File: src/rtl/t07_spi_tft_pkg.sv
// t07_spi_tft_pkg: shared FSM state type, command width and common TFT command codes
package t07_spi_tft_pkg;

   typedef enum logic [2:0] {IDLE, SETUP, SHIFT, HOLD, DONE} state_t;

   localparam int CMD_W = 8;

   localparam logic [7:0] CMD_CASET = 8'h2A;
   localparam logic [7:0] CMD_PASET = 8'h2B;
   localparam logic [7:0] CMD_RAMWR = 8'h2C;

endpackage

File: src/rtl/t07_spi_clkgen.sv
// t07_spi_clkgen: SCLK divider that runs only while enabled and flags the leading/trailing edges
module t07_spi_clkgen #(
   parameter int CLK_DIV = 2,
   parameter bit CPOL    = 1'b0
) (
   input  logic clk,
   input  logic nrst,
   input  logic en,
   output logic sclk,
   output logic lead,
   output logic trail
);

   localparam int CW = (CLK_DIV > 1) ? $clog2(CLK_DIV) : 1;
   localparam logic [CW-1:0] LAST = CW'(CLK_DIV - 1);

   logic [CW-1:0] cnt;
   logic          tick;

   // a strobe fires in the cycle whose closing edge moves sclk; its direction names the edge
   always_comb begin
      tick  = en && (cnt == LAST);
      lead  = tick && (sclk == CPOL);
      trail = tick && (sclk != CPOL);
   end

   // half-period counter; disabling parks sclk at its idle level with the count cleared
   always_ff @(posedge clk or negedge nrst) begin
      if (!nrst) begin
         cnt  <= '0;
         sclk <= CPOL;
      end else if (!en) begin
         cnt  <= '0;
         sclk <= CPOL;
      end else begin
         cnt  <= tick ? '0 : cnt + CW'(1);
         sclk <= tick ? ~sclk : sclk;
      end
   end

endmodule

File: src/rtl/t07_spi_tft_master.sv
// t07_spi_tft_master: SPI write master sending a command byte then up to DATA_W/8 data bytes per CS frame
module t07_spi_tft_master
   import t07_spi_tft_pkg::*;
#(
   parameter int  DATA_W   = 32,
   parameter int  CLK_DIV  = 2,
   parameter bit  CPOL     = 1'b0,
   parameter int  CS_SETUP = 1,
   parameter int  CS_HOLD  = 1,
   localparam int NB_W     = $clog2(DATA_W/8 + 1)
) (
   input  logic              clk,
   input  logic              nrst,
   input  logic              wi,
   input  logic [31:0]       address,
   input  logic [DATA_W-1:0] data,
   input  logic [NB_W-1:0]   nbytes,
   output logic              busy,
   output logic              ack,
   output logic              chipSelect,
   output logic              sclk,
   output logic              bitData,
   output logic              dcx
);

   localparam int SR_W = CMD_W + DATA_W;
   localparam int TMAX = (CS_SETUP > CS_HOLD) ? CS_SETUP : CS_HOLD;
   localparam int TW   = $clog2(TMAX + 1);
   localparam logic [NB_W-1:0] NB_LAST = NB_W'(DATA_W/8);
   localparam logic [TW-1:0]   SU_LAST = TW'(CS_SETUP - 1);
   localparam logic [TW-1:0]   HO_LAST = TW'(CS_HOLD - 1);

   state_t            state, nxt;
   logic [TW-1:0]     tmr;
   logic [SR_W-1:0]   sr;
   logic [2:0]        bit_cnt;
   logic [NB_W-1:0]   byte_cnt, nb, n_cl;
   logic [DATA_W-1:0] dal;
   logic              dcx_r, sclk_i, lead, trail;
   logic              accept, byte_end, frame_end;
   logic              unused_bits;

   t07_spi_clkgen #(.CLK_DIV(CLK_DIV), .CPOL(CPOL)) u_clkgen (
      .clk   (clk),
      .nrst  (nrst),
      .en    (state == SHIFT),
      .sclk  (sclk_i),
      .lead  (lead),
      .trail (trail)
   );

   // request decode: clamp byte count and left-align the bytes that will actually be sent
   always_comb begin
      accept      = (state == IDLE) && wi;
      n_cl        = (nbytes > NB_LAST) ? NB_LAST : nbytes;
      dal         = data << {NB_LAST - n_cl, 3'b000};
      byte_end    = trail && (bit_cnt == 3'd7);
      frame_end   = byte_end && (byte_cnt == nb);
      unused_bits = ^{address[31:8], lead};
   end

   // state register with a phase timer that restarts on every state change
   always_ff @(posedge clk or negedge nrst) begin
      if (!nrst) begin
         state <= IDLE;
         tmr   <= '0;
      end else begin
         state <= nxt;
         tmr   <= (nxt != state) ? '0 : tmr + TW'(1);
      end
   end

   // next-state logic; wi only matters in IDLE
   always_comb begin
      nxt = state;
      case (state)
         IDLE:    if (wi) nxt = SETUP;
         SETUP:   if (tmr == SU_LAST) nxt = SHIFT;
         SHIFT:   if (frame_end) nxt = HOLD;
         HOLD:    if (tmr == HO_LAST) nxt = DONE;
         default: nxt = IDLE;
      endcase
   end

   // shift register and bit/byte counters advance on each trailing sclk edge
   always_ff @(posedge clk or negedge nrst) begin
      if (!nrst) begin
         sr       <= '0;
         bit_cnt  <= '0;
         byte_cnt <= '0;
         nb       <= '0;
         dcx_r    <= 1'b1;
      end else if (accept) begin
         sr       <= {address[7:0], dal};
         bit_cnt  <= '0;
         byte_cnt <= '0;
         nb       <= n_cl;
         dcx_r    <= 1'b0;
      end else if (state == SHIFT && trail) begin
         sr      <= {sr[SR_W-2:0], 1'b0};
         bit_cnt <= bit_cnt + 3'd1;
         if (byte_end) begin
            byte_cnt <= frame_end ? '0 : byte_cnt + NB_W'(1);
            dcx_r    <= frame_end ? dcx_r : 1'b1;
         end
      end
   end

   // pin drive: CS low across setup/shift/hold, MOSI and DCX parked outside the frame
   always_comb begin
      busy       = state != IDLE;
      ack        = state == DONE;
      chipSelect = !(state == SETUP || state == SHIFT || state == HOLD);
      bitData    = chipSelect ? 1'b0 : sr[SR_W-1];
      dcx        = chipSelect ? 1'b1 : dcx_r;
      sclk       = sclk_i;
   end

endmodule

File: config.mk
export PLATFORM = sky130hd
export DESIGN_NAME = t07_spi_tft_master
export DESIGN_NICKNAME = d
export VERILOG_FILES = /design/src/rtl/t07_spi_tft_pkg.sv /design/src/rtl/t07_spi_clkgen.sv /design/src/rtl/t07_spi_tft_master.sv
export SDC_FILE = /design/constraint.sdc
export NUM_CORES = 1
export LEC_CHECK = 0
export BUFFER_PORTS_ARGS = -buffer_cell sky130_fd_sc_hd__buf_2
export CAP_MARGIN = 20
export CORE_MARGIN = 2
export CORE_UTILIZATION = 50
export CTS_CLUSTER_DIAMETER = 80
export DETAILED_ROUTE_END_ITERATION = 8
export PLACE_DENSITY = 0.77
export SLEW_MARGIN = 15
export SYNTH_ARGS = -nofsm -noshare
export SYNTH_HDL_FRONTEND = slang
export SYNTH_SLANG_ARGS = --single-unit
File: constraint.sdc
create_clock -name clk -period 2.35 [get_ports clk]
set_clock_uncertainty 0.2 [all_clocks]
set_input_delay 0.3525 -clock clk [delete_from_list [all_inputs] [get_ports clk]]
set_output_delay 0.3525 -clock clk [all_outputs]
set_load 0.01 [all_outputs]
==> reports/metrics.csv <==
metric,value,unit
status,finished clean,
layout cell share with drive strength beyond 1,23.50,%
Final Hold Fails,0,
vias in the first global route,2370,
Startpoint Class,flop,
DIE AREA,0.006773,mm2
root buf cell,clkbuf_8,
post-route ant nets,0,
worst min path class,in -> reg,
Hold WS,49.93,ps
starting density of the core,51.78,%
crit path max fanout,16,
"count leader, synth",dfrtp_1,
largest net degree at the start of global routing,63,
Worst setup EP type,flop,
crit path DAT,2240,ps
site row count,28,
WL final,6878,um
setup violators final,0,
GPL Wtd Cong,0.8396,
Syn. warnings,0,
drt pass-1 iters,5,
Worst Setup Path Type,reg -> reg,
Die X-Extent,82.30,um
sequential fraction of the synthesis area,45.76,%
Max Root-Sink Buffers,2,
Antenna Diode Count,0,
Final Max Slew Viols,0,
via count,2594,
Cells after Synth,335,
unrepaired setup endpoints after global routing,no,
worst slew pin tran,699.3,ps
htree depth,2,
core region area,0.005921,mm2
headroom to the max-slew limit,53.38,%
half-perimeter wire length after placement,4817,um
Leak,1.554,nW
predominant post-synthesis flop cell,dfrtp_1,
Post-CTS Repair Setup Buffers,0,
synth cell count leaders,"dfrtp_1 (55), nor2_1 (48), nand2_1 (46)",
Nets,456,
met2 WL post-DR,3304,um
PwrDens,1068,mW/mm2
met3 routed WL,284,um
I/O Buffers,51,
setup tns final,0,ps
peak supply drop,0.5143,mV
Critical Path RT,2390,ps
GRT Residual Overflow,0,
global-route usage over all layers,22.08,%
DRT met1 WL,3239,um
top-area cell type share of the netlist area,44.90,%
total CTS buffers,5,
IO Count,76,
top routing layer in use,met4,
Die Height,82.30,um
Mapped Area,0.003065,mm2
wire per inst,15.02,um
FILL cells,511,
"flops & latches, synth",56,
first-pass GRT wire length,11390,um
max_cap viols,0,
initial antenna violation count,0,
Area Growth Syn to Fin,16.12,%
DRT iter0 DRCs,232,
fin crit share,93.38,%
Clock Sinks,56,
Yosys top cell by area,dfrtp_1,
Remaining DRCs,0,
Synth area leaders,"dfrtp_1 (45%), mux2i_1 (8.2%), nor2_1 (5.9%)",
TritonCTS clock tree,yes,
syn avg cell area,9.151,um2
Post-synth EDFFs,0,
clk slew on worst S/H paths,100,ps
asr flop ratio synth,100.0,%
DR vias/cell,5.664,
Max Freq,455.7,MHz
clk_lat worst skew,310,ps
Mapped Nets,409,
Cell variety after synth,38,
min cycle time layout,2194,ps
## cells by family (layout without fill, tap and decap cells)
family,after synthesis,in the layout,share of synthesized area (%)
AO/OA/AOI/OAI,84,84,16.33
XOR/XNOR,7,7,2.000
adder cells (fa/ha/maj),4,4,1.633
buffers and inverters,25,73,3.714
flip-flops,56,56,45.76
multiplexers,33,33,11.10
AND/OR/NAND/NOR,126,126,19.47
## cell usage in the layout (no fill, tap or decap), types with 2 or more instances in the layout
cell	n
nor2_1	48
nand2b_1	2
ha_1	3
nand2_1	46
mux2i_1	25
or2_2	2
xnor2_1	6
o21ai_1	11
dfrtp_1	55
nand3_1	4
a32oi_1	8
o21ai_0	12
a22oi_1	14
mux2_2	8
nor3_1	2
buf_4	10
nor3b_1	8
a31oi_1	9
clkbuf_8	5
buf_2	51
a21oi_1	27
or3_1	2
nor2_2	2
## per-layer routing
metal  GRT usage, %  vias up
met1          32.36     1267
met5              0        -
met4          5.833        0
met2          34.60       55
met3          2.935        4
li1               -     1268
## worst max-delay path, cell delays in order, from the launching register on
cell and delay (ps):
dfrtp_1 390, or4b_1 710, nor2_4 400, o21ai_0 230, a31oi_1 190
## where the power goes
part / internal [mW] / total (mW) / leakage, nW / switching (mW)
logic: 0.682 / 1.57 / 0.836 / 0.886
clock network: 0.317 / 0.619 / 0.0552 / 0.302
registers: 1.37 / 1.62 / 0.662 / 0.242
total: 2.37 / 3.80 / 1.55 / 1.43
## repair_timing
| item | CTS | global route |
|---|---|---|
| hold endpoints to repair | 43 | 0 |
| resized for setup | 0 | 0 |
| hold buffers | 1 | 0 |
## worst paths after layout
check / start / to / slack (ps) / depth (start not counted)
setup / recovery: state[0]$_DFF_PN0_ / sr[20]$_DFFE_PN0P_ / 160 / 4
hold / removal: address[0] / sr[32]$_DFFE_PN0P_ / 50 / 3
setup reg to reg: state[0]$_DFF_PN0_ / sr[20]$_DFFE_PN0P_ / 160 / 4
hold reg to reg: tmr$_DFF_PN0_ / tmr$_DFF_PN0_ / 290 / 1
max in group asynchronous: nrst / sr[28]$_DFFE_PN0P_ / 990 / 3
min in group asynchronous: nrst / state[1]$_DFF_PN0_ / 500 / 3
## cell type report
| cell class | instances | area [um2] | share of cell area (%) |
|---|---|---|---|
| tap | 75 | 93.84 | 2.636 |
| inverter | 2 | 7.507 | 0.2109 |
| timing repair buffer | 63 | 360.3 | 10.12 |
| multi-input combinational | 254 | 1588 | 44.60 |
| clock buffer | 6 | 72.57 | 2.039 |
| sequential | 56 | 1403 | 39.40 |
| clock inverter | 2 | 35.03 | 0.9842 |
## state kept, by name, indices dropped and copies added, names as in the netlist, 3 cells and up
signal    cells
sr           40
nb            3
byte_cnt      3
state         3
bit_cnt       3
## through the flow
stage          worst slack (ps)  cells  cell area (um2)  util (%)  power (mW)
4_1_cts                   146.0    458             3560     60.12       3.830
5_1_grt                   30.71    458             3560     60.12       4.106
3_3_place_gp              64.38    449             3442     58.14       3.123
2_1_floorplan             29.06    335             3133         -       2.753
3_5_place_dp              30.57    449             3442     58.14       3.200
6_report                  155.6    458             3560     60.12       3.803
Power figures use the tool's default switching activity.
